### config.mk
export PLATFORM = sky130hd
export DESIGN_NAME = uart_tx_fifo
export DESIGN_NICKNAME = d
export VERILOG_FILES = /design/src/rtl/uart_tx_fifo.sv
export SDC_FILE = /design/constraint.sdc
export NUM_CORES = 1
export LEC_CHECK = 0
export CORE_UTILIZATION = 35
export DETAILED_ROUTE_END_ITERATION = 7
export PLACE_DENSITY = 0.63
export SYNTH_ARGS = -nofsm -noshare
export SYNTH_HDL_FRONTEND = slang
export SYNTH_SLANG_ARGS = --single-unit
### constraint.sdc
create_clock -name clk -period 6.25 [get_ports clk]
set_input_delay 1.5625 -clock clk [delete_from_list [all_inputs] [get_ports clk]]
set_output_delay 1.5625 -clock clk [all_outputs]
set_load 0.05 [all_outputs]
### src/rtl/uart_tx_fifo.sv
// Byte FIFO feeding a UART transmitter (start, 8 data bits LSB first, stop) with a status word.
// Define UART_TX_PARITY_EN to add an even-parity bit between the data and stop bits.
module uart_tx_fifo #(
   parameter int unsigned FIFO_DEPTH = 8,
   parameter int unsigned DWIDTH     = 32
) (
   input  logic              clk,
   input  logic              rst,
   input  logic              wreq_i,
   input  logic [7:0]        wdat_i,
   input  logic [0:0]        wstr_i,
   output logic              werr_o,
   input  logic              rreq_i,
   output logic [DWIDTH-1:0] rdat_o,
   output logic              rerr_o,
   input  logic [15:0]       div_i,
   input  logic              tx_en_i,
   output logic              tx_o
);

   localparam int unsigned AW = (FIFO_DEPTH > 1) ? $clog2(FIFO_DEPTH) : 1;
   localparam int unsigned LW = AW + 1;

   typedef enum logic [2:0] {
      StIdle,
      StStart,
      StData,
`ifdef UART_TX_PARITY_EN
      StParity,
`endif
      StStop
   } state_e;

   // FIFO storage and bookkeeping
   logic [7:0]    r_mem [FIFO_DEPTH];
   logic [AW-1:0] r_wr_ptr;
   logic [AW-1:0] r_rd_ptr;
   logic [LW-1:0] r_level;
   logic          w_full;
   logic          w_empty;
   logic          w_push;
   logic          w_pop;

   // Transmitter state
   state_e      r_state;
   state_e      w_state_d;
   logic [15:0] r_div;
   logic [15:0] w_div_d;
   logic [15:0] r_cnt;
   logic [15:0] w_cnt_d;
   logic [2:0]  r_bit;
   logic [2:0]  w_bit_d;
   logic [7:0]  r_data;
   logic [7:0]  w_data_d;
   logic        r_tx;
   logic        w_tx_d;
   logic        w_bit_end;
   logic        w_start;
   logic        w_unused;

   // Full is taken from the registered level, so a same-cycle pop never frees a slot.
   assign w_full  = (r_level == LW'(FIFO_DEPTH));
   assign w_empty = (r_level == '0);
   assign w_push  = wreq_i & wstr_i[0] & ~w_full;
   assign werr_o  = wreq_i & wstr_i[0] & w_full;

   always_ff @(posedge clk) begin
      if (rst) begin
         r_wr_ptr <= '0;
         r_rd_ptr <= '0;
         r_level  <= '0;
      end else begin
         if (w_push) begin
            r_wr_ptr <= r_wr_ptr + 1'b1;
         end
         if (w_pop) begin
            r_rd_ptr <= r_rd_ptr + 1'b1;
         end
         case ({w_push, w_pop})
            2'b10:   r_level <= r_level + 1'b1;
            2'b01:   r_level <= r_level - 1'b1;
            default: r_level <= r_level;
         endcase
      end
   end

   always_ff @(posedge clk) begin
      if (!rst && w_push) begin
         r_mem[r_wr_ptr] <= wdat_i;
      end
   end

   assign w_bit_end = (r_cnt == r_div);

   always_comb begin
      w_state_d = r_state;
      w_div_d   = r_div;
      w_cnt_d   = r_cnt + 16'd1;
      w_bit_d   = r_bit;
      w_data_d  = r_data;
      w_tx_d    = r_tx;
      w_start   = 1'b0;
      w_pop     = 1'b0;

      unique case (r_state)
         StIdle: begin
            w_cnt_d = '0;
            w_tx_d  = 1'b1;
            w_start = tx_en_i & ~w_empty;
         end
         StStart: begin
            if (w_bit_end) begin
               w_state_d = StData;
               w_cnt_d   = '0;
               w_bit_d   = '0;
               w_tx_d    = r_data[0];
            end
         end
         StData: begin
            if (w_bit_end) begin
               w_cnt_d = '0;
               if (r_bit == 3'd7) begin
`ifdef UART_TX_PARITY_EN
                  w_state_d = StParity;
                  w_tx_d    = ^r_data;
`else
                  w_state_d = StStop;
                  w_tx_d    = 1'b1;
`endif
               end else begin
                  w_bit_d = r_bit + 3'd1;
                  w_tx_d  = r_data[w_bit_d];
               end
            end
         end
`ifdef UART_TX_PARITY_EN
         StParity: begin
            if (w_bit_end) begin
               w_state_d = StStop;
               w_cnt_d   = '0;
               w_tx_d    = 1'b1;
            end
         end
`endif
         StStop: begin
            if (w_bit_end) begin
               w_cnt_d = '0;
               w_start = tx_en_i & ~w_empty;
               if (!w_start) begin
                  w_state_d = StIdle;
                  w_tx_d    = 1'b1;
               end
            end
         end
         default: begin
            w_state_d = StIdle;
            w_cnt_d   = '0;
            w_tx_d    = 1'b1;
         end
      endcase

      // New frame: the divisor is latched here so mid-frame changes wait for the next frame.
      if (w_start) begin
         w_pop     = 1'b1;
         w_state_d = StStart;
         w_div_d   = div_i;
         w_cnt_d   = '0;
         w_data_d  = r_mem[r_rd_ptr];
         w_tx_d    = 1'b0;
      end
   end

   always_ff @(posedge clk) begin
      if (rst) begin
         r_state <= StIdle;
         r_div   <= '0;
         r_cnt   <= '0;
         r_bit   <= '0;
         r_data  <= '0;
         r_tx    <= 1'b1;
      end else begin
         r_state <= w_state_d;
         r_div   <= w_div_d;
         r_cnt   <= w_cnt_d;
         r_bit   <= w_bit_d;
         r_data  <= w_data_d;
         r_tx    <= w_tx_d;
      end
   end

   assign tx_o = r_tx;

   always_comb begin
      rdat_o      = '0;
      rdat_o[0]   = (r_state != StIdle);
      rdat_o[1]   = w_full;
      rdat_o[2]   = w_empty;
      rdat_o[7:3] = 5'(r_level);
   end

   assign rerr_o = 1'b0;

   // Status reads have no side effects; the strobe is accepted but not needed.
   assign w_unused = rreq_i;

endmodule
==> metrics, run 1 <==
Critical R2R Launch=r_cnt[2]; maximum clock rate=0.2209 GHz; Multi-input gate area=0.002133 mm^2; # Post-CTS Setup Buffers=0; Top FF cell, synth=edfxtp_1; final core utilization=0.4218; R2R cell count=12; clk buf depth=2; Clk Tree Root Cell=clkbuf_16; placer congestion estimate=0.7731; Synth Cell Area=about 0.0054 mm^2; nets=~540; CP max stage delay=just under 0.8 ns; PortBufs=37; post-cts hold buffer count=0; P_leak=~0.0022 uW; r2r endpoint=r_level[2]; Worst Path Arrival=roughly 3.0 ns; reg2reg setup slack=2.92 ns; Ports=between 60 and 70; Post-Synthesis Cells=~450; Hold Slack=slightly below 0.5 ns; Initial Utilization=0.3574; Worst path most repeated cell=clkdlybuf4s50_1; Seq/Total Area, Yosys=0.5601; initial antenna violation count=0; Slew headroom=0.3956; Netlist cell types=45; P&R area growth vs syn=18.03%; VDD IR max=~230 uV; Max Slew Vio Count=0; Avg Inst Size Synth=roughly 12 um^2; CTS sink cnt=120; power per cell area=416.3 mW/mm^2; Hold Path Origin=r_cnt[0]; FF/Latch Area=0.003043 mm^2; CTS clock-pin slew for the worst setup and hold paths=~0.05 ns; Final Cycle Share=0.7243; H-tree depth=4; ant diodes=0; most frequent cells in the layout=64 x edfxtp_1, 56 x dfxtp_1, 37 x clkdlybuf4s50_1; Clock Latency Late Sink=roughly 0.42 ns; Horiz. Die Dim=126.6 um; synthesis-stage register bit count=120; share of layout cells above drive strength 1=0.1105; Setup Skew=0.01463 ns; cts bufs inserted=17; DRC violations left=0; Setup crit end kind=output pin; HPWL after detailed placement=around 7.0 mm; number of global-route vias before repair=roughly 3.4k; TritonCTS clock tree=yes; Fin Setup TNS=0 ns; Min-Delay Path Class=reg -> reg; asr flop ratio synth=0; final WL=10.42 mm; first-pass GRT wire length=16.93 mm; Hold Fails Final Rpt=0; Hold EP=r_cnt[0]; largest net degree at the start of global routing=47; EDFF count, synth=64; Rows=45; Core Area=approximately 0.015 mm^2; antenna violation net count after detailed routing=0; CP Cell Sequence=clkdlybuf4s50_1 > and3_1 > clkdlybuf4s50_1; die footprint=0.01602 mm^2; critical path class=in -> out; remaining global-route overflow=0; RSZ-0062 raised after global routing=false; DR vias/cell=between 5 and 6; Critical Path Start Type=primary input; GRT Util Overall=0.1403; Slowest cell on crit path=clkdlybuf4s50_1; Pre-antenna DRT Iters=5; Worst Path Required=4.69 ns; Yosys warnings=0; fin crit period=about 4.5 ns; FILL cells=roughly 1.4k; Critical Path Source=wreq_i; post_cts resized=0; max-capacitance violation count=0; Max FO, Critical Path=2; Die Y=126.6 um; routed length per instance=15.00 um; most common cell after layout, fill and taps aside=edfxtp_1; worst hold stages=1; Setup-failing EPs final=0; status=finished clean; Worst Tran Pin Value=~0.91 ns; vias=approximately 3.5k; 1st-iter DRT viols=~220
-- worst max-delay path, delay by kind of cell --
family                 cells  cell delay [ns]
buffers and inverters      2             1.26
and+or+nand+nor            1             0.14
-- layer usage --
metal | global-route usage | vias up | routed length, um
met5 | 0 | - | 0
met1 | 0.1651 | 1700 | 4728
li1 | - | 1687 | -
met4 | 0.06875 | 0 | 177
met3 | 0.04302 | 19 | 444
met2 | 0.2330 | 91 | 5073
-- power breakdown --
part	internal, uW	switching (uW)	total [uW]
registers	910	65.7	976
logic	313	525	838
clock network	535	320	855
total	1760	910	2670
-- through the flow --
| stage | total power (uW) | worst slack [ns] | instances | area [um^2] |
|---|---|---|---|---|
| 3_5_place_dp | 1835 | 1.719 | 663 | 5891 |
| 2_1_floorplan | 1664 | 2.607 | 478 | 5527 |
| 4_1_cts | 2697 | 1.717 | 695 | 6412 |
| 3_3_place_gp | 1813 | 1.721 | 663 | 5891 |
| 6_report | 2669 | 1.723 | 695 | 6412 |
| 5_1_grt | 2814 | 1.679 | 695 | 6412 |
-- registers in the layout (all words and copies together) (netlist names) --
signal,cells
r_div,16
r_state,2
r_wr_ptr,3
r_mem,64
r_bit,3
tx_o,1
r_cnt,16
r_level,4
r_data,8
r_rd_ptr,3
-- cells in the mapped netlist (2+ instances only) --
cell type	count	area, um^2
nor2b_1	5	31.28
nor4_1	4	25.02
o21ai_0	22	110.1
mux4_2	17	382.9
nand2b_1	3	18.77
a21oi_1	35	175.2
nor2_1	35	131.4
buf_2	4	20.02
edfxtp_1	64	1922
clkbuf_1	12	45.04
dfxtp_1	56	1121
a211oi_1	8	60.06
nand4_1	6	37.54
xor2_1	12	105.1
xnor2_1	23	201.4
nor3_1	5	25.02
a22oi_1	2	15.01
buf_4	30	225.2
buf_1	2	7.510
or3_1	3	18.77
mux2i_1	15	150.1
inv_1	11	41.29
and2_1	2	12.51
nand2_1	9	33.78
and3_1	9	56.30
ha_1	13	162.7
nand3_1	28	140.1
-- cells by family (layout without fill, tap and decap cells) --
family                   Yosys count  in the layout  synth area share
flip-flops                       120            120            0.5601
AND/OR/NAND/NOR                  115            115            0.1082
AO/OA/AOI/OAI                     76             76           0.07992
buffers and inverters             60             89           0.06449
XOR/XNOR                          35             35           0.05642
multiplexers                      33             33            0.1002
adder cells (fa/ha/maj)           13             13           0.02994
other                              1             26         0.0006903
-- area by class of cell --
cell class	count	area share
tap	188	0.03668
clock inverter	4	0.003902
multi-input combinational	298	0.3327
inverter	11	0.006439
sequential	120	0.4745
timing repair buffer	46	0.06829
clock buffer	28	0.07746
-- worst max path at each step --
stage,endpoint,slack [ns],depth (start not counted)
2_1_floorplan,r_level[2],2.61,11
3_3_place_gp,werr_o,1.72,3
3_5_place_dp,werr_o,1.72,3
4_1_cts,werr_o,1.72,3
5_1_grt,werr_o,1.68,3
6_report,werr_o,1.72,3
No activity file was read; power rests on OpenSTA's default activity.
==> run 2: changes to the inputs <==
==> constraint.sdc (replaced) <==
create_clock -name clk -period 4.6 [get_ports clk]
set_input_delay 1.15 -clock clk [delete_from_list [all_inputs] [get_ports clk]]
set_output_delay 1.15 -clock clk [all_outputs]
set_load 0.05 [all_outputs]
==> run 2 against run 1 <==
Against the previous run:
- register-to-register slack got worse by 1.5 ns
- cell count rose by 0.29%
- sequential share of layout area down 0.40 points
- flip-flop and latch count stayed put
- non-clock buffer count is 2 higher
- sequential power grew 36%
- combinational power rose by 37%
- via count rose by 1.6%
- clock skew is 0.0095 ns lower
==> metrics, run 2 (synthesis results as in run 1) <==
fin crit period=between 3 and 4 ns; Setup-failing EPs final=0 (unchanged); Worst Path Arrival=2.55 ns (was 2.96 ns); max FFs per register=64 (unchanged); max-capacitance violation count=0 (unchanged); 1st-iter DRT viols=144 (was 217); Rows=45 (unchanged); post-cts hold buffer count=0 (unchanged); TritonCTS clock tree=yes (unchanged); routed length per instance=15.35 um (was 15.00 um); PortBufs=37 (unchanged); cts bufs inserted=17 (unchanged); Worst Path Required=3.45 ns (was 4.69 ns); Max FO, Critical Path=2 (unchanged); placed cell area=0.005906 mm^2 (was 0.005891 mm^2); Worst Tran Pin Value=0.9119 ns (was 0.9054 ns); post_cts resized=0 (unchanged); maximum clock rate=around 0.27 GHz; ant diodes=0 (unchanged); worst slack, placed=0.8946 ns (was 1.719 ns); antenna violation net count after detailed routing=0 (unchanged); Initial Utilization=0.3574 (unchanged); first-pass GRT wire length=17.35 mm (was 16.93 mm); Min-Delay Path Class=reg -> reg (unchanged); Biggest register=r_mem (unchanged); Post-Layout Inst Area=0.006467 mm^2 (was 0.006412 mm^2); initial antenna violation count=0 (unchanged); HPWL after detailed placement=7.044 mm (was 6.963 mm); final WL=10.70 mm (was 10.42 mm); Setup WS post-layout=0.9033 ns (was 1.723 ns); Clk Tree Root Cell=clkbuf_16 (unchanged); Final Instance Count excl. Fillers=697 (was 695); Multi-input gate area=0.002133 mm^2 (unchanged); clk buf depth=2 (unchanged); Core Area=0.01520 mm^2 (unchanged); most frequent cells in the layout=64 x edfxtp_1, 56 x dfxtp_1, 37 x clkdlybuf4s50_1 (unchanged); Clock Latency Late Sink=0.42 ns (about the same); Pre-antenna DRT Iters=4 (was 5); CTS clock-pin slew for the worst setup and hold paths=0.05 ns (about the same); Setup crit end kind=output pin (unchanged); GRT Util Overall=0.1438 (was 0.1403); H-tree depth=4 (unchanged); CP Cell Sequence=clkdlybuf4s50_1 > and3_1 > clkdlybuf4s50_1 (unchanged); Slew headroom=0.3913 (was 0.3956); FF/Latch Area=0.003043 mm^2 (unchanged); DRC violations left=0 (unchanged); DR vias/cell=5.096 (was 5.032); FILL cells=1379 (was 1399); Critical Path Start Type=primary input (unchanged); largest registers=r_mem: 64 flops, r_cnt: 16 flops, r_div: 16 flops (unchanged); Worst path most repeated cell=clkdlybuf4s50_1 (unchanged); share of layout cells above drive strength 1=0.1218 (was 0.1105); placer congestion estimate=0.8030 (was 0.7731); VDD IR max=320.7 uV (was 227.0 uV); power per cell area=575.8 mW/mm^2 (was 416.3 mW/mm^2); vias=3552 (was 3497); nets=539 (was 537); # Post-CTS Setup Buffers=0 (unchanged); RSZ-0062 raised after global routing=false (unchanged); largest net degree at the start of global routing=29 (was 47); critical path class=in -> out (unchanged); Setup Skew=0.005090 ns (was 0.01463 ns); remaining global-route overflow=0 (unchanged); Hold Fails Final Rpt=0 (unchanged); Slowest cell on crit path=clkdlybuf4s50_1 (unchanged); die footprint=0.01602 mm^2 (unchanged); P&R area growth vs syn=19.05% (was 18.03%); Horiz. Die Dim=126.6 um (unchanged); most common cell after layout, fill and taps aside=edfxtp_1 (unchanged); CP max stage delay=0.79 ns (about the same); DP Cell Count=665 (was 663); Die Y=126.6 um (unchanged); Ports=65 (unchanged); status=finished clean (unchanged); Max Slew Vio Count=0 (unchanged); CTS sink cnt=120 (unchanged); number of global-route vias before repair=3376 (was 3365); Fin Setup TNS=0 ns (unchanged); P_leak=0.002192 uW (was 0.002158 uW); Final Cycle Share=0.8036
run 2: changes by cell type in the layout (fill, tap and decap cells not counted):
cell       change
buf_4          +2
clkinv_2       +2
clkbuf_1       -7
clkbuf_8       -3
clkinv_4       +2
bufinv_16      +2
inv_6          +1
clkinv_1       +3
run 2: cell type report:
class                      instances  share of cell area
clock buffer                      18             0.06636
clock inverter                    14             0.02051
inverter                          11            0.006384
multi-input combinational        298              0.3299
sequential                       120              0.4705
tap                              188             0.03637
timing repair buffer              48             0.07003
run 2: path summary, 6_finish.rpt:
path | slack [ns] | from | cells after the start | to
worst max register to register | 1.44 | r_cnt[2] | 12 | r_level[2]
worst min-delay path | 0.48 | r_cnt[0] | 1 | r_cnt[0]
worst max-delay path | 0.90 | wreq_i | 3 | werr_o
worst min register to register | 0.48 | r_cnt[0] | 1 | r_cnt[0]
run 2: critical path, delay by kind of cell:
| kind | cells | cell delay [ns] |
|---|---|---|
| buffers and inverters | 2 | 1.25 |
| and+or+nand+nor | 1 | 0.14 |
run 2: through the flow:
| stage | power (uW) | hold WS, ns | utilization |
|---|---|---|---|
| after floorplan | 2260 | 0.4487 | - |
| after global placement | 2477 | 0.4736 | 0.3885 |
| after detailed placement | 2504 | 0.4806 | 0.3885 |
| after CTS | 3759 | 0.4898 | 0.4254 |
| after global routing | 3929 | 0.5136 | 0.4254 |
| final | 3724 | 0.4838 | 0.4254 |
run 2: power by group:
group	leakage, uW	internal (uW)	switching [uW]
Sequential	0.00103	1240	91.3
Clock	0.000272	787	458
Combinational	0.000889	432	719
Total	0.00219	2460	1270
run 2: routing by layer:
metal | GRT usage | share of wire | up-vias
li1 | - | - | 1692
met5 | 0 | 0 | -
met2 | 0.2369 | 0.49 | 91
met1 | 0.1753 | 0.45 | 1751
met3 | 0.04302 | 0.045 | 18
met4 | 0.06095 | 0.014 | 0
